`config.mk`:
```
export PLATFORM = sky130hd
export DESIGN_NAME = io_bus_arbiter
export DESIGN_NICKNAME = d
export VERILOG_FILES = /design/src/rtl/io_bus_arbiter.sv
export SDC_FILE = /design/constraint.sdc
export NUM_CORES = 1
export LEC_CHECK = 0
export ABC_AREA = 1
export CAP_MARGIN = 10
export CELL_PAD_IN_SITES_DETAIL_PLACEMENT = 0
export CELL_PAD_IN_SITES_GLOBAL_PLACEMENT = 1
export CORE_AREA = 2 2 136 138
export CTS_CLUSTER_DIAMETER = 120
export DETAILED_ROUTE_END_ITERATION = 8
export DIE_AREA = 0 0 138 140
export PLACE_DENSITY = 0.73
export SLEW_MARGIN = 30
export SYNTH_ARGS = -nofsm -noshare
export SYNTH_HDL_FRONTEND = slang
export SYNTH_SLANG_ARGS = --single-unit
```
`constraint.sdc`:
```
create_clock -name i_clk -period 2.05 [get_ports i_clk]
set_clock_uncertainty 0.15 [all_clocks]
set_input_delay 0.41 -clock i_clk [delete_from_list [all_inputs] [get_ports i_clk]]
set_output_delay 0.41 -clock i_clk [all_outputs]
set_load 0.01 [all_outputs]
```
`src/rtl/io_bus_arbiter.sv`:
```
// ============================================================================
// io_bus_arbiter : round-robin two-master arbiter for the IO bus device port
// Revision 1.0
// ============================================================================
`default_nettype none

module io_bus_arbiter #(
  parameter int unsigned TimeoutCycles = 0
) (
  input  logic        i_clk,
  input  logic        i_rst,
  // master 0
  input  logic [31:0] i_m0_dev_id,
  input  logic        if_m0_din_valid,
  input  logic [31:0] if_m0_din_bits,
  output logic        if_m0_din_ready,
  input  logic        if_m0_dout_ready,
  output logic        if_m0_dout_valid,
  output logic [31:0] if_m0_dout_bits,
  // master 1
  input  logic [31:0] i_m1_dev_id,
  input  logic        if_m1_din_valid,
  input  logic [31:0] if_m1_din_bits,
  output logic        if_m1_din_ready,
  input  logic        if_m1_dout_ready,
  output logic        if_m1_dout_valid,
  output logic [31:0] if_m1_dout_bits,
  // IO bus
  output logic [31:0] o_bus_dev_id,
  output logic        if_bus_din_valid,
  output logic [31:0] if_bus_din_bits,
  input  logic        if_bus_din_ready,
  input  logic        if_bus_dout_valid,
  input  logic [31:0] if_bus_dout_bits,
  output logic        if_bus_dout_ready,
  // status
  output logic [1:0]  o_grant,
  output logic        o_timeout,
  output logic        o_timeout_id
);

  localparam int unsigned CNT_W   = (TimeoutCycles > 0) ? $clog2(TimeoutCycles + 1) : 1;
  localparam int unsigned TO_LAST = (TimeoutCycles > 0) ? TimeoutCycles - 1 : 0;
  localparam logic [CNT_W-1:0] CNT_LAST = CNT_W'(TO_LAST);

  typedef enum logic [1:0] {
    ST_IDLE   = 2'd0,
    ST_GRANT0 = 2'd1,
    ST_GRANT1 = 2'd2
  } state_e;

  state_e           state_q;
  logic             last_grant_q;
  logic [CNT_W-1:0] cnt_q;
  logic             timeout_q;
  logic             timeout_id_q;

  logic w_req0;
  logic w_req1;
  logic w_g0;
  logic w_g1;
  logic w_gid;
  logic w_req_gnt;
  logic w_hs;

  assign w_req0    = if_m0_din_valid | if_m0_dout_ready;
  assign w_req1    = if_m1_din_valid | if_m1_dout_ready;
  assign w_g0      = (state_q == ST_GRANT0);
  assign w_g1      = (state_q == ST_GRANT1);
  assign w_gid     = w_g1;
  assign w_req_gnt = w_g1 ? w_req1 : w_req0;

  // Bus side: selected master's request, all zero while idle
  always_comb begin
    o_bus_dev_id      = 32'd0;
    if_bus_din_valid  = 1'b0;
    if_bus_din_bits   = 32'd0;
    if_bus_dout_ready = 1'b0;
    if (w_g0) begin
      o_bus_dev_id      = i_m0_dev_id;
      if_bus_din_valid  = if_m0_din_valid;
      if_bus_din_bits   = if_m0_din_bits;
      if_bus_dout_ready = if_m0_dout_ready;
    end else if (w_g1) begin
      o_bus_dev_id      = i_m1_dev_id;
      if_bus_din_valid  = if_m1_din_valid;
      if_bus_din_bits   = if_m1_din_bits;
      if_bus_dout_ready = if_m1_dout_ready;
    end
  end

  assign if_m0_din_ready  = w_g0 & if_bus_din_ready;
  assign if_m0_dout_valid = w_g0 & if_bus_dout_valid;
  assign if_m0_dout_bits  = w_g0 ? if_bus_dout_bits : 32'd0;
  assign if_m1_din_ready  = w_g1 & if_bus_din_ready;
  assign if_m1_dout_valid = w_g1 & if_bus_dout_valid;
  assign if_m1_dout_bits  = w_g1 ? if_bus_dout_bits : 32'd0;

  assign w_hs = (if_bus_din_valid & if_bus_din_ready) |
                (if_bus_dout_valid & if_bus_dout_ready);

  always_ff @(posedge i_clk) begin
    if (i_rst) begin
      state_q      <= ST_IDLE;
      last_grant_q <= 1'b1;
      cnt_q        <= '0;
      timeout_q    <= 1'b0;
      timeout_id_q <= 1'b0;
    end else begin
      timeout_q <= 1'b0;
      case (state_q)
        ST_IDLE: begin
          cnt_q <= '0;
          // On a tie the master that did not finish last wins
          if (w_req0 && (!w_req1 || last_grant_q)) begin
            state_q <= ST_GRANT0;
          end else if (w_req1) begin
            state_q <= ST_GRANT1;
          end
        end
        ST_GRANT0, ST_GRANT1: begin
          if (w_hs) begin
            state_q      <= ST_IDLE;
            last_grant_q <= w_gid;
            cnt_q        <= '0;
          end else if (!w_req_gnt) begin
            state_q <= ST_IDLE;
            cnt_q   <= '0;
          end else if ((TimeoutCycles > 0) && (cnt_q == CNT_LAST)) begin
            state_q      <= ST_IDLE;
            last_grant_q <= w_gid;
            cnt_q        <= '0;
            timeout_q    <= 1'b1;
            timeout_id_q <= w_gid;
          end else if (TimeoutCycles > 0) begin
            cnt_q <= cnt_q + CNT_W'(1);
          end
        end
        default: begin
          state_q <= ST_IDLE;
          cnt_q   <= '0;
        end
      endcase
    end
  end

  assign o_grant      = {w_g1, w_g0};
  assign o_timeout    = timeout_q;
  assign o_timeout_id = timeout_id_q;

endmodule

`default_nettype wire

```
After elaboration in Yosys (flattened, before gate mapping):

Cells that the tools add are included.
Widths: inputs -> output; s select.

* equal/unequal tests: 4
* muxes and demuxes: 16
* bitwise operators: 9
* reduce and logical (&&, ||, !) cells: 7

Operators with widths (number)
* $mux 32: 6
* $mux 2: 4
* $and 1x1->1: 6
* $ne 3x3->1 const B: 2
* $mux 1: 5
* $pmux 2 s2: 1
* $reduce_and 2->1: 2
* $or 1x1->1: 3
* $eq 2x1->1 const B: 1
* $eq 2x2->1 const B: 1
* $logic_not 2->1: 1
* $reduce_or 2->1: 1
* $logic_and 1x1->1: 1
* $logic_not 1->1: 1
* $logic_or 1x1->1: 1

* bits of input ports: 168
* logic and storage cells: 38
* output and inout port bits: 138
* flip-flop bits (word level): 3

Longest topological paths before layout:

* depth after elaboration: 7
* depth in mapped cells: 9
* mapped depth without buffers: 9

Worst setup path after synthesis:

OpenSTA, ideal clock, no wires.

* kind: register to output
* from: register state_q[1]
* to: output port if_bus_din_bits[10]
* buffers on the path: 2
* stages on the path, launching flop included: 8
* setup slack: 0.207 ns
* data required time: 1.490 ns
* arrival: 1.283 ns
* cells stage by stage: dfxtp_1 inv_1 ha_1 inv_1 buf_2 buf_1 nand3_1 nand2_1

* elaborated cells between the ends (all ways): 4
* classes of those cells: eq/ne (2); mux (2)

RTL lines
* start, declared: line 52 `state_e state_q;`
* start signal, assigned: line 104 `state_q <= ST_IDLE;`
* start signal, assigned: line 116 `state_q <= ST_GRANT0;`
* start signal, assigned: line 118 `state_q <= ST_GRANT1;`
* $eq 2x1->1: line 68 `assign w_g0 = (state_q == ST_GRANT0);`
* net w_g0: line 60 `logic w_g0;`
* $mux 32: line 79 `if (w_g0) begin`
* end, declared: line 31 `output logic [31:0] if_bus_din_bits,`

The timed path passes the listed nets, and every way through them passes these cells.

Worst setup path after layout:

* from: register state_q[1]
* to: output port o_bus_dev_id[14]

* word-level cells in the longest chain between the ends: 3
* elaborated cells between the ends (all ways): 4
* classes of those cells: eq/ne (2); mux (2)

Ends and longest elaborated chain
* $eq 2x2->1: line 69 `assign w_g1 = (state_q == ST_GRANT1);`
* $mux 32: line 84 `end else if (w_g1) begin`
* $mux 32 *: line 79
* end, declared: line 29 `output logic [31:0] o_bus_dev_id,`

Every way passes the cells marked *; elsewhere a longest branch is shown, timed or not.

==> impl_metrics.tcl <==
set metrics [dict create \
    rrSetupSlack_ns 0.17 \
    yosysSeqAreaShare_pct 3.44 \
    period_share_pct 103 \
    crit_type "register to output port" \
    final-setup-viol-count 13 \
    total_leakage_power_nw 3.41 \
    clockBufferDepth 2 \
    portBuffers 303 \
    grt_start_max_net_pins 23 \
    cts_root_buffer "clkbuf_16" \
    vias 3689 \
    max_stage_delay_ns 0.32 \
    critPathMaxFanout 7 \
    reg2reg_from "state_q[1]" \
    firstDrtPassIters 4 \
    reg2reg_depth 11 \
    cap_violations 0 \
    vdd_ir_drop_max_v 0.000433 \
    drive_above_1_share_pct 36.4 \
    setup_ws_ns -0.0553 \
    dieArea_sq_um 19300 \
    io_pins 306 \
    drc_errors 0 \
    fin_crit_ns 2.11 \
    path_clk_slew_ns 0.03 \
    syn_area_per_cell_sq_um 4.30 \
    end_kind "output port" \
    clock.fmax_mhz 475 \
    critPathArrivalTime_ns 1.55 \
    yosysWarnings 0 \
    drt_iter0_drc 79 \
    timing.setup.tns_ns -0.287 \
    rsz0062_at_grt "true" \
    synth_top_area_share_pct 44.5 \
    cp_slowest_cell "dfxtp_2" \
    ys_seq_elements 3 \
    cts_tree "built" \
    power_density_nw_per_um2 1270 \
    grt_antenna_before_repair 0 \
    drt.antenna.violating_nets 0 \
    gr-total-overflow 0 \
    layout.nets 922 \
    drv_slew 0 \
    stdcell_count 979 \
    cts_buffers 3 \
    cts_sinks 3 \
    grt_usage_pct 13.2 \
    whs_endpoint "last_grant_q" \
    cpMostUsedCell "buf_6" \
    rows 49 \
    violations "negative setup slack" \
    netlist_area_sq_um 1750 \
    crit_required_ns 1.49 \
    vias_per_cell 3.77 \
    wl_microns 13600 \
    antenna_cells 0 \
    area_growth_pct 241 \
    core_area_sq_um 17800 \
    placed_cells 925 \
    crit_chain "inv_2, ha_4, buf_6, inv_8, buf_8, buf_12, buf_6, nand3_2, nand2_2, buf_6" \
    place_hpwl_microns 8760 \
    htreeDepth 1 \
    hold-path-cell-count 2 \
    clk_latency_ns 0.23 \
    grt_pass1_vias 3827 \
    grt_pass1_wl_microns 20500 \
    status "finished with violations" \
    synth_cell_types 18 \
    synth_top_cell_by_area "nand2_1" \
    place_congestion 0.767 \
    hold_path_class "register to register" \
    synth_cells 406 \
    wl_per_cell_microns 13.9 \
    die_w_microns 138 \
    start_util_pct 9.82 \
    worst_r2r_endpoint "state_q[0]" \
    synth_area_leaders "nand2_1 (45%), nand3_1 (19%), inv_1 (16%)" \
    finalHoldViolCount 0 \
    hold_start "last_grant_q" \
    fp.dieH_microns 140 \
    start_kind "register" \
]
## registers in the layout, summed over array words and instances, names as in the netlist
name	flops
state_q	2
last_grant_q	1
## worst max-delay path: cells and delay by family (launching register included)
family	cells	cell delay, ns
buffers and inverters	7	0.67
flip-flops	1	0.32
adder cells (fa/ha/maj)	1	0.18
AND/OR/NAND/NOR	2	0.14
## cell families (layout without fill, tap and decap cells)
| kind of cell | count (synthesis) | count (layout) | share of synthesized area, % |
|---|---|---|---|
| and+or+nand+nor | 282 | 282 | 66.2 |
| buffers and inverters | 109 | 452 | 25.3 |
| AOI/OAI and AO/OA | 8 | 8 | 2.65 |
| adders and majority gates | 3 | 3 | 2.15 |
| DFF | 3 | 3 | 3.44 |
| other | 1 | 2 | 0.215 |
## per-stage QoR
step                util, %  worst slack [ns]  hold slack (ns)  total power, mW  cell area (sq um)
detailed placement     29.1            -0.172            0.308             5.43               5180
floorplan                 -             0.207            0.281             2.34               1750
global route           33.4            -0.132            0.363             8.17               5940
global placement       29.1            -0.177            0.301             5.47               5180
finish                 33.4           -0.0553            0.316             7.58               5940
CTS                    33.6            -0.140            0.315             7.67               5970
## layer usage
layer	vias up	GRT usage (%)	share of wire (%)
li1	1887	-	-
met1	1563	14.8	39
met2	223	25.2	50
met3	16	3.15	9.5
met4	0	2.63	1.4
met5	-	0	0
## cell type report
class	instances	area [sq um]
inverters	76	293
well taps	229	287
repair buffers	372	3680
multi-input cells	295	1550
fillers	1940	11800
flip-flops and latches	3	65.1
clock buffers	4	78.8
## Yosys cell counts
cell and number:
a21oi_1 3, and2_1 3, buf_1 2, buf_2 8, buf_4 6, clkbuf_1 17, conb_1 1, dfxtp_1 3
ha_1 3, inv_1 75, inv_2 1, nand2_1 207, nand3_1 67, nand3_2 1, nor2_1 4, o21ai_0 3
o21ai_2 1, o21bai_1 1
## repair_timing
item / CTS / global route
setup endpoints to repair: 136 / 129
gates resized for setup: 555 / 89
hold buffers: 0 / 0
pin swaps: 28 / 23
gates cloned: 15 / 2
buffers inserted: 44 / 1
endpoints found under the hold margin: 0 / 0
## worst max-delay path by stage
stage                     startpoint             endpoint  slack (ns)  depth (start not counted)
global route              state_q[1]     o_bus_dev_id[14]       -0.13                         10
CTS                       state_q[1]     o_bus_dev_id[26]       -0.14                         10
global placement    if_m1_dout_ready    if_bus_dout_ready       -0.18                          5
floorplan                 state_q[1]  if_bus_din_bits[10]        0.21                          7
detailed placement        state_q[0]  if_bus_din_bits[17]       -0.17                          6
finish                    state_q[1]     o_bus_dev_id[14]       -0.06                         10
## placed cells by master (no fill, tap or decap), types with 9 or more instances in the layout
master           count
clkdlybuf4s50_1    167
nand2_1            150
inv_1               72
buf_2               71
nand3_1             51
nand2_2             48
buf_6               40
clkbuf_2            20
buf_4               20
nand3_2             17
clkdlybuf4s15_1     14
buf_12              14
buf_16              11
nand2_4              9
## where the power goes
part	switching [mW]	total [mW]	leakage (nW)	internal, mW
combinational	3.34	7.14	3.35	3.80
clock	0.0584	0.316	0.0382	0.257
sequential	0.0239	0.118	0.0257	0.0944
total	3.42	7.58	3.41	4.15
Note: power is estimated with default switching activity, not from simulation.
